$ cat src/rtl/cernbe_master_if.sv
// Command, response and register-bank bus bundle for cernbe_master.
// The master modport is the initiator's view; slave is the firmware/bank side.
interface cernbe_master_if;
    logic        cmd_valid;
    logic        cmd_ready;
    logic        cmd_we;
    logic [17:0] cmd_addr;
    logic [31:0] cmd_wdata;

    logic        rsp_valid;
    logic        rsp_ready;
    logic [31:0] rsp_rdata;
    logic        rsp_err;
    logic        rsp_timeout;

    logic [17:0] VMEAddr;
    logic [31:0] VMEWrData;
    logic        VMERdMem;
    logic        VMEWrMem;
    logic [31:0] VMERdData;
    logic        VMERdDone;
    logic        VMEWrDone;
    logic        VMERdError;
    logic        VMEWrError;

    modport master (
        input  cmd_valid, cmd_we, cmd_addr, cmd_wdata, rsp_ready,
               VMERdData, VMERdDone, VMEWrDone, VMERdError, VMEWrError,
        output cmd_ready, rsp_valid, rsp_rdata, rsp_err, rsp_timeout,
               VMEAddr, VMEWrData, VMERdMem, VMEWrMem
    );

    modport slave (
        output cmd_valid, cmd_we, cmd_addr, cmd_wdata, rsp_ready,
               VMERdData, VMERdDone, VMEWrDone, VMERdError, VMEWrError,
        input  cmd_ready, rsp_valid, rsp_rdata, rsp_err, rsp_timeout,
               VMEAddr, VMEWrData, VMERdMem, VMEWrMem
    );
endinterface

$ cat src/rtl/cernbe_master.sv
// CERN-BE register-bank initiator: one command -> one strobe -> one response.
// Define CERNBE_MASTER_TIMEOUT_EN to build the completion timeout counter.
module cernbe_master #(
    parameter int unsigned TIMEOUT_CYCLES = 255
) (
    input logic             Clk,
    input logic             Rst,
    cernbe_master_if.master bus
);
    typedef enum logic [1:0] {IDLE, STROBE, WAIT, RESP} state_t;

    // Out-of-range limits are rejected at elaboration.
    if (TIMEOUT_CYCLES < 1 || TIMEOUT_CYCLES > 65535) begin : g_bad_timeout
        $error("cernbe_master: TIMEOUT_CYCLES must be within 1..65535");
    end

    state_t      state_reg;
    logic        we_reg;
    logic        cmd_ready_reg;
    logic        rsp_valid_reg;
    logic        rsp_err_reg;
    logic [31:0] rsp_rdata_reg;
    logic [17:0] addr_reg;
    logic [31:0] wr_data_reg;
    logic        rd_mem_reg;
    logic        wr_mem_reg;
    logic        done_sel;
    logic        err_sel;

    // Only the completion pair matching the latched direction is observed.
    assign done_sel = we_reg ? bus.VMEWrDone  : bus.VMERdDone;
    assign err_sel  = we_reg ? bus.VMEWrError : bus.VMERdError;

`ifdef CERNBE_MASTER_TIMEOUT_EN
    localparam logic [15:0] WAIT_LAST = 16'(TIMEOUT_CYCLES - 1);
    logic [15:0] wait_cnt_reg;
    logic        rsp_timeout_reg;
    assign bus.rsp_timeout = rsp_timeout_reg;
`else
    assign bus.rsp_timeout = 1'b0;
`endif

    always_ff @(posedge Clk) begin
        if (Rst) begin
            state_reg     <= IDLE;
            we_reg        <= 1'b0;
            cmd_ready_reg <= 1'b0;
            rsp_valid_reg <= 1'b0;
            rsp_err_reg   <= 1'b0;
            rsp_rdata_reg <= '0;
            addr_reg      <= '0;
            wr_data_reg   <= '0;
            rd_mem_reg    <= 1'b0;
            wr_mem_reg    <= 1'b0;
`ifdef CERNBE_MASTER_TIMEOUT_EN
            wait_cnt_reg    <= '0;
            rsp_timeout_reg <= 1'b0;
`endif
        end else begin
            rd_mem_reg <= 1'b0;
            wr_mem_reg <= 1'b0;
            case (state_reg)
                IDLE: begin
                    if (bus.cmd_valid && cmd_ready_reg) begin
                        addr_reg      <= bus.cmd_addr;
                        wr_data_reg   <= bus.cmd_wdata;
                        we_reg        <= bus.cmd_we;
                        rd_mem_reg    <= !bus.cmd_we;
                        wr_mem_reg    <= bus.cmd_we;
                        cmd_ready_reg <= 1'b0;
                        state_reg     <= STROBE;
                    end else begin
                        cmd_ready_reg <= 1'b1;
                    end
                end
                STROBE, WAIT: begin
                    // Error wins over Done, but read data is still captured.
                    if (done_sel || err_sel) begin
                        rsp_rdata_reg <= (!we_reg && done_sel) ? bus.VMERdData : 32'd0;
                        rsp_err_reg   <= err_sel;
                        rsp_valid_reg <= 1'b1;
                        state_reg     <= RESP;
`ifdef CERNBE_MASTER_TIMEOUT_EN
                        rsp_timeout_reg <= 1'b0;
                    end else if (state_reg == STROBE) begin
                        wait_cnt_reg <= '0;
                        state_reg    <= WAIT;
                    end else if (wait_cnt_reg == WAIT_LAST) begin
                        rsp_rdata_reg   <= '0;
                        rsp_err_reg     <= 1'b1;
                        rsp_timeout_reg <= 1'b1;
                        rsp_valid_reg   <= 1'b1;
                        state_reg       <= RESP;
                    end else begin
                        wait_cnt_reg <= wait_cnt_reg + 16'd1;
                    end
`else
                    end else begin
                        state_reg <= WAIT;
                    end
`endif
                end
                RESP: begin
                    if (bus.rsp_ready) begin
                        rsp_valid_reg <= 1'b0;
                        cmd_ready_reg <= 1'b1;
                        state_reg     <= IDLE;
                    end
                end
                default: state_reg <= IDLE;
            endcase
        end
    end

    assign bus.cmd_ready = cmd_ready_reg;
    assign bus.rsp_valid = rsp_valid_reg;
    assign bus.rsp_rdata = rsp_rdata_reg;
    assign bus.rsp_err   = rsp_err_reg;
    assign bus.VMEAddr   = addr_reg;
    assign bus.VMEWrData = wr_data_reg;
    assign bus.VMERdMem  = rd_mem_reg;
    assign bus.VMEWrMem  = wr_mem_reg;
endmodule
$ cat src/flat_wrapper.sv
// flat-port wrapper written by rule: the top's interface ports become plain ports
module cernbe_master_flat 
#(
    parameter int unsigned TIMEOUT_CYCLES = 255
)
  (Clk, Rst, bus_cmd_valid, bus_cmd_we, bus_cmd_addr, bus_cmd_wdata, bus_rsp_ready, bus_VMERdData, bus_VMERdDone, bus_VMEWrDone, bus_VMERdError, bus_VMEWrError, bus_cmd_ready, bus_rsp_valid, bus_rsp_rdata, bus_rsp_err, bus_rsp_timeout, bus_VMEAddr, bus_VMEWrData, bus_VMERdMem, bus_VMEWrMem);
  cernbe_master_if bus_i ();
  input logic Clk;
  input logic Rst;
  input wire logic [$bits(bus_i.cmd_valid)-1:0] bus_cmd_valid;
  input wire logic [$bits(bus_i.cmd_we)-1:0] bus_cmd_we;
  input wire logic [$bits(bus_i.cmd_addr)-1:0] bus_cmd_addr;
  input wire logic [$bits(bus_i.cmd_wdata)-1:0] bus_cmd_wdata;
  input wire logic [$bits(bus_i.rsp_ready)-1:0] bus_rsp_ready;
  input wire logic [$bits(bus_i.VMERdData)-1:0] bus_VMERdData;
  input wire logic [$bits(bus_i.VMERdDone)-1:0] bus_VMERdDone;
  input wire logic [$bits(bus_i.VMEWrDone)-1:0] bus_VMEWrDone;
  input wire logic [$bits(bus_i.VMERdError)-1:0] bus_VMERdError;
  input wire logic [$bits(bus_i.VMEWrError)-1:0] bus_VMEWrError;
  output wire logic [$bits(bus_i.cmd_ready)-1:0] bus_cmd_ready;
  output wire logic [$bits(bus_i.rsp_valid)-1:0] bus_rsp_valid;
  output wire logic [$bits(bus_i.rsp_rdata)-1:0] bus_rsp_rdata;
  output wire logic [$bits(bus_i.rsp_err)-1:0] bus_rsp_err;
  output wire logic [$bits(bus_i.rsp_timeout)-1:0] bus_rsp_timeout;
  output wire logic [$bits(bus_i.VMEAddr)-1:0] bus_VMEAddr;
  output wire logic [$bits(bus_i.VMEWrData)-1:0] bus_VMEWrData;
  output wire logic [$bits(bus_i.VMERdMem)-1:0] bus_VMERdMem;
  output wire logic [$bits(bus_i.VMEWrMem)-1:0] bus_VMEWrMem;
  assign bus_i.cmd_valid = bus_cmd_valid;
  assign bus_i.cmd_we = bus_cmd_we;
  assign bus_i.cmd_addr = bus_cmd_addr;
  assign bus_i.cmd_wdata = bus_cmd_wdata;
  assign bus_i.rsp_ready = bus_rsp_ready;
  assign bus_i.VMERdData = bus_VMERdData;
  assign bus_i.VMERdDone = bus_VMERdDone;
  assign bus_i.VMEWrDone = bus_VMEWrDone;
  assign bus_i.VMERdError = bus_VMERdError;
  assign bus_i.VMEWrError = bus_VMEWrError;
  assign bus_cmd_ready = bus_i.cmd_ready;
  assign bus_rsp_valid = bus_i.rsp_valid;
  assign bus_rsp_rdata = bus_i.rsp_rdata;
  assign bus_rsp_err = bus_i.rsp_err;
  assign bus_rsp_timeout = bus_i.rsp_timeout;
  assign bus_VMEAddr = bus_i.VMEAddr;
  assign bus_VMEWrData = bus_i.VMEWrData;
  assign bus_VMERdMem = bus_i.VMERdMem;
  assign bus_VMEWrMem = bus_i.VMEWrMem;
  cernbe_master #(.TIMEOUT_CYCLES(TIMEOUT_CYCLES)) u_core (.Clk(Clk), .Rst(Rst), .bus(bus_i));
endmodule
$ cat config.mk
export PLATFORM = sky130hd
export DESIGN_NAME = cernbe_master_flat
export DESIGN_NICKNAME = d
export VERILOG_FILES = /design/src/rtl/cernbe_master_if.sv /design/src/rtl/cernbe_master.sv /design/src/flat_wrapper.sv
export SDC_FILE = /design/constraint.sdc
export NUM_CORES = 1
export LEC_CHECK = 0
export BUFFER_PORTS_ARGS = -buffer_cell sky130_fd_sc_hd__buf_2
export CELL_PAD_IN_SITES_DETAIL_PLACEMENT = 1
export CELL_PAD_IN_SITES_GLOBAL_PLACEMENT = 1
export CORE_ASPECT_RATIO = 1.25
export CORE_MARGIN = 2
export CORE_UTILIZATION = 32
export CTS_CLUSTER_DIAMETER = 200
export DETAILED_ROUTE_END_ITERATION = 10
export GPL_ROUTABILITY_DRIVEN = 0
export PLACE_DENSITY_LB_ADDON = 0.1
export SLEW_MARGIN = 20
export SYNTH_ARGS = -nofsm -noshare
export SYNTH_HDL_FRONTEND = slang
export SYNTH_SLANG_ARGS = --single-unit
$ cat constraint.sdc
create_clock -name Clk -period 2.31 [get_ports Clk]
set_clock_uncertainty 0.05 [all_clocks]
set_input_delay 0.1155 -clock Clk [delete_from_list [all_inputs] [get_ports Clk]]
set_output_delay 0.1155 -clock Clk [all_outputs]
set_load 0.005 [all_outputs]
==> impl_metrics.yaml, run 1 <==
status:
  status: "completed"
yosys:
  synth_edf_count: 0
  synth_area_per_cell_um2: 8.55
  synth_seq_cells: 90
  syn_area_um2: 3600
  synth_flop_cell: "dfxtp_1"
  syn_nets: 515
  synthDominantCellAreaShare: 0.501
  yosysUniqueCellTypes: 33
  yosys_warnings: 0
  async_flop_share: 0
  seq_area_frac_synth: 0.501
  synth_largest_area_cell: "dfxtp_1"
  ys_top_cells_by_area: "dfxtp_1, a21oi_1, nand2_1"
  syn_inst: 421
sta:
  hold_ws_ns: 0.00514
  setup_violations: 0
  hold_viol: 0
  fin_crit_sh: 0.804
  fmax_mhz: 538
  worst_pin_slew_ns: 0.967
  rsz0062_at_grt: "no"
  report.final.slew_viol_count: 0
  finalCriticalPeriod_ns: 1.86
  tns_ns: 0
  relSlewSlack: 0.353
setup_path:
  crit_family: "simple AND/OR/NAND/NOR gates"
  start_kind: "register"
  path_cells: "inv_1, ha_1, inv_2, or4_1, a31oi_1"
  r2r_end: "u_core.bus.rsp_valid"
  critical_path_class: "reg -> reg"
  timing.rr.start: "u_core.state_reg[0]"
  critPathCaptureType: "register"
  reg2reg_depth: 5
  cp.required_ns: 2.52
  arrival_ns: 2.06
  cp_num_buf_inv: 2
  critical_path.slowest_cell: "or4_1"
  path_max_fanout: 36
  r2r_slack_ns: 0.45
  max_stage_delay_ns: 0.58
global_route:
  grt_pass1_vias: 4032
  gr-total-overflow: 0
  grt_max_degree: 91
  grt_usage: 0.198
  grt_pass1_wl_um: 19600
  antenna_found_initial: 0
layout:
  most-common-layout-cells: "buf_2, nand2_1, dfxtp_1"
  layout.cells.most_common: "buf_2"
  seq_area_um2: 1800
  nets: 724
  diodes: 0
  multi_input_area_um2: 1590
  final_core_util: 0.486
  nFillCells: 1329
  final_cells: 769
  drive_gt1_frac: 0.326
  syn2layout_area_growth_pct: 48.9
clocking:
  h-tree-depth: 3
  cts.sinks: 90
  clockBufferDepth: 2
  clkLatencyLatePin_ns: 0.33
  cts_tree: "yes"
  cts-resized-gates: 0
  cts_made_buffers: 9
  path_clk_slew_ns: 0.06
  cts.hold.buffers_added: 54
  ctsRootBufferMaster: "clkbuf_16"
  postCtsSetupRepairBufs: 0
route:
  dr.pass1.iters: 4
  drtIter0Drc: 92
  routed_via_density: 4.93
  route.detailed.drc: 0
  ant_nets: 0
  wl_um: 12100
  route.vias.total: 3794
  wl_per_cell_um: 15.8
worst_hold_path:
  min_path_cells: 3
  min_to: "u_core.bus.rsp_rdata[18]"
  hold_path.startpoint: "bus_VMERdData[18]"
  hp-class: "in -> reg"
placement:
  dp_cells: 700
  io_buffers: 177
  dp_hpwl_um: 7740
die:
  core_region_area_um2: 11000
  rows: 43
  die_h_um: 123
  io_pins: 179
  die_area_um2: 12100
  start_util: 0.326
  die_w_um: 98.8
power_and_ir_drop:
  leakagePower_nw: 2.34
  peakVddDrop_uv: 437
  p_per_area_nw_per_um2: 938
run:
  maxCapViolations: 0
[power by group]
part           internal (W)  total (W)  switching, W  leakage, nW
logic              0.000709    0.00171       0.00101         1.49
registers           0.00184    0.00201      0.000166        0.732
clock network      0.000721    0.00130      0.000578        0.122
total               0.00327    0.00502       0.00175         2.34
[per-layer routing]
layer,global-route usage,routed length [um]
met1,0.242,5170
met2,0.340,6000
met3,0.0530,766
met4,0.0634,187
met5,0,0
[logic make-up after synthesis]
| family | after synthesis | synth area share |
|---|---|---|
| AOI/OAI and AO/OA | 126 | 0.203 |
| and+or+nand+nor | 152 | 0.220 |
| DFF | 90 | 0.501 |
| muxes | 2 | 0.00626 |
| other | 1 | 0.00104 |
| buffers and inverters | 47 | 0.0584 |
| adders and majority gates | 3 | 0.0104 |
[worst register-to-register path: cells and delay by family (launching register included)]
family / cells / cell delay (ns)
AOI/OAI and AO/OA: 1 / 0.16
DFF: 1 / 0.39
and+or+nand+nor: 1 / 0.59
buffers and inverters: 2 / 0.29
adders and majority gates: 1 / 0.31
[cell usage after synthesis, types with 2 or more instances]
cell type,number
nand2_1,102
dfxtp_1,90
a21oi_1,86
nand4b_1,32
o31ai_1,32
clkbuf_1,29
buf_2,9
buf_4,4
ha_1,3
inv_1,3
nor2b_1,3
a211oi_1,2
mux2_2,2
nand2b_1,2
nand3_1,2
nor2_1,2
nor3_1,2
[how the worst max path moves through the flow]
stage | start | endpoint | cells after the start
after global placement | u_core.state_reg[0] | u_core.bus.rsp_valid | 5
after detailed placement | u_core.state_reg[0] | u_core.bus.rsp_valid | 5
after global routing | u_core.state_reg[0] | u_core.bus.VMEWrData[5] | 6
final | u_core.state_reg[0] | u_core.bus.rsp_valid | 5
after CTS | u_core.state_reg[0] | u_core.bus.rsp_valid | 5
after floorplan | u_core.state_reg[0] | u_core.bus.rsp_valid | 6
[area by class of cell]
type / instances / share of cell area
Multi-Input combinational cell: 284 / 0.297
Sequential cell: 90 / 0.336
Clock inverter: 3 / 0.00327
Timing Repair Buffer: 241 / 0.285
Clock buffer: 12 / 0.0441
Tap cell: 135 / 0.0315
Inverter: 4 / 0.00280
[through the flow]
step / worst slack (ns) / power (W) / cell area (um^2)
finish: 0.452 / 0.00502 / 5360
global route: 0.269 / 0.00539 / 5360
CTS: 0.449 / 0.00510 / 5360
detailed placement: 0.460 / 0.00371 / 4560
global placement: 0.518 / 0.00365 / 4560
floorplan: 0.648 / 0.00305 / 3600
Note: power is estimated with default switching activity, not from simulation.
==> inputs of run 2 (changes only) <==
--- a/config.mk
+++ b/config.mk
@@ -10,7 +10,7 @@
 export CELL_PAD_IN_SITES_GLOBAL_PLACEMENT = 1
 export CORE_ASPECT_RATIO = 1.25
 export CORE_MARGIN = 2
-export CORE_UTILIZATION = 32
+export CORE_UTILIZATION = 29
 export CTS_CLUSTER_DIAMETER = 200
 export DETAILED_ROUTE_END_ITERATION = 10
 export GPL_ROUTABILITY_DRIVEN = 0
==> constraint.sdc (replaced) <==
create_clock -name Clk -period 1.66 [get_ports Clk]
set_clock_uncertainty 0.05 [all_clocks]
set_input_delay 0.083 -clock Clk [delete_from_list [all_inputs] [get_ports Clk]]
set_output_delay 0.083 -clock Clk [all_outputs]
set_load 0.005 [all_outputs]
==> impl_metrics.yaml, run 2 (synthesis gave the netlist of run 1 again) <==
sta:
  fmax_mhz: 637
  hold_viol: 0
  rsz0062_at_grt: "no"
  report.final.slew_viol_count: 0
  tns_ns: 0
  finalCriticalPeriod_ns: 1.57
  fin_crit_sh: 0.945
  setup_violations: 0
route:
  dr.pass1.iters: 4
  route.detailed.drc: 0
  routed_via_density: 4.80
  wl_per_cell_um: 15.7
  route.vias.total: 4031
  drtIter0Drc: 87
  ant_nets: 0
  wl_um: 13200
die:
  die_w_um: 104
  die_h_um: 129
  io_pins: 179
  start_util: 0.297
  core_region_area_um2: 12100
  rows: 45
  die_area_um2: 13300
placement:
  dp_cells: 737
  dp_hpwl_um: 8300
  dpl_cell_area_um2: 4690
  io_buffers: 177
layout:
  final_cells: 839
  diodes: 0
  final_core_util: 0.485
  nFillCells: 1465
  layout.cells.most_common: "buf_2"
  syn2layout_area_growth_pct: 63.3
  most-common-layout-cells: "buf_2, nand2_1, dfxtp_1"
  nets: 764
  design_area_um2: 5880
  drive_gt1_frac: 0.333
setup_path:
  critPathCaptureType: "register"
  critical_path.slowest_cell: "or4_1"
  path_max_fanout: 6
  critical_path_class: "reg -> reg"
  start_kind: "register"
  reg2reg_depth: 5
  arrival_ns: 1.78
  path_cells: "inv_1, ha_4, inv_2, or4_1, a31oi_1"
  cp.required_ns: 1.87
  max_stage_delay_ns: 0.52
clocking:
  clockBufferDepth: 2
  clkLatencyLatePin_ns: 0.33
  cts_tree: "yes"
  cts.sinks: 90
  cts_made_buffers: 9
  ctsRootBufferMaster: "clkbuf_16"
  h-tree-depth: 3
  path_clk_slew_ns: 0.07
global_route:
  grt_pass1_vias: 4309
  grt_pass1_wl_um: 21400
  grt_max_degree: 54
  gr-total-overflow: 0
  grt_usage: 0.198
  antenna_found_initial: 0
status:
  status: "completed"
worst_hold_path:
  min_path_cells: 4
  hp-class: "in -> reg"
run:
  maxCapViolations: 0
power_and_ir_drop:
  peakVddDrop_uv: 576
  leakagePower_nw: 2.56
  p_per_area_nw_per_um2: 1280
==> run 2: changes by cell type in the layout (fill, tap and decap cells not counted), moves of 2 or more <==
cell | previous run | this run
buf_12 | 2 | 4
buf_4 | 8 | 14
buf_6 | 0 | 2
clkbuf_1 | 3 | 0
clkbuf_8 | 0 | 4
dlygate4sd3_1 | 54 | 84
==> run 2: power breakdown <==
part	leakage, nW	switching (W)	internal, W
logic	1.68	0.00150	0.00122
clock network	0.148	0.000855	0.00118
registers	0.732	0.000225	0.00257
total	2.56	0.00258	0.00496
==> run 2: final cells by class <==
cell class / instances / area [um^2] / share of cell area
Clock buffer: 13 / 280 / 0.0477
Inverter: 4 / 15.0 / 0.00256
Clock inverter: 3 / 21.3 / 0.00362
Timing Repair Buffer: 281 / 1930 / 0.329
Tap cell: 164 / 205 / 0.0349
Multi-Input combinational cell: 284 / 1620 / 0.275
Sequential cell: 90 / 1800 / 0.307
==> run 2: worst max-delay path, delay by kind of cell, from the launching register on <==
family,cells,cell delay [ns]
compound gates,1,0.19
fa+ha+maj,1,0.27
buf+inv,2,0.12
flops,1,0.35
simple gates,1,0.52
==> run 2: metrics by stage <==
stage	setup slack, ns	power (W)	hold WS [ns]
finish	0.0907	0.00754	0.118
global route	0.00156	0.00806	0.136
CTS	0.0129	0.00756	0.105
detailed placement	0.0215	0.00534	0.247
global placement	0.107	0.00525	0.231
floorplan	0.0312	0.00426	0.112
==> run 2: layer usage <==
layer	global-route usage	vias to the layer above	wire, um
met5	0	-	0
met4	0.0747	0	280
met3	0.0522	16	694
met2	0.370	113	6740
met1	0.215	1925	5470
li1	-	1977	-
==> run 2: worst paths after layout <==
check	start	to	slack (ns)
max	u_core.state_reg[1]	u_core.bus.rsp_valid	0.09
min	bus_rsp_ready	u_core.state_reg[1]	0.12
max reg2reg	u_core.state_reg[1]	u_core.bus.rsp_valid	0.09
min reg2reg	u_core.bus.VMEAddr[12]	u_core.bus.VMEAddr[12]	0.40
==> run 2: what timing repair did <==
item | 4_1_cts | 5_1_grt
buffers inserted | 0 | 2
endpoints found under the setup margin | 0 | 59
hold buffers | 84 | 0
hold endpoints to repair | 86 | 0
resized for setup | 0 | 6
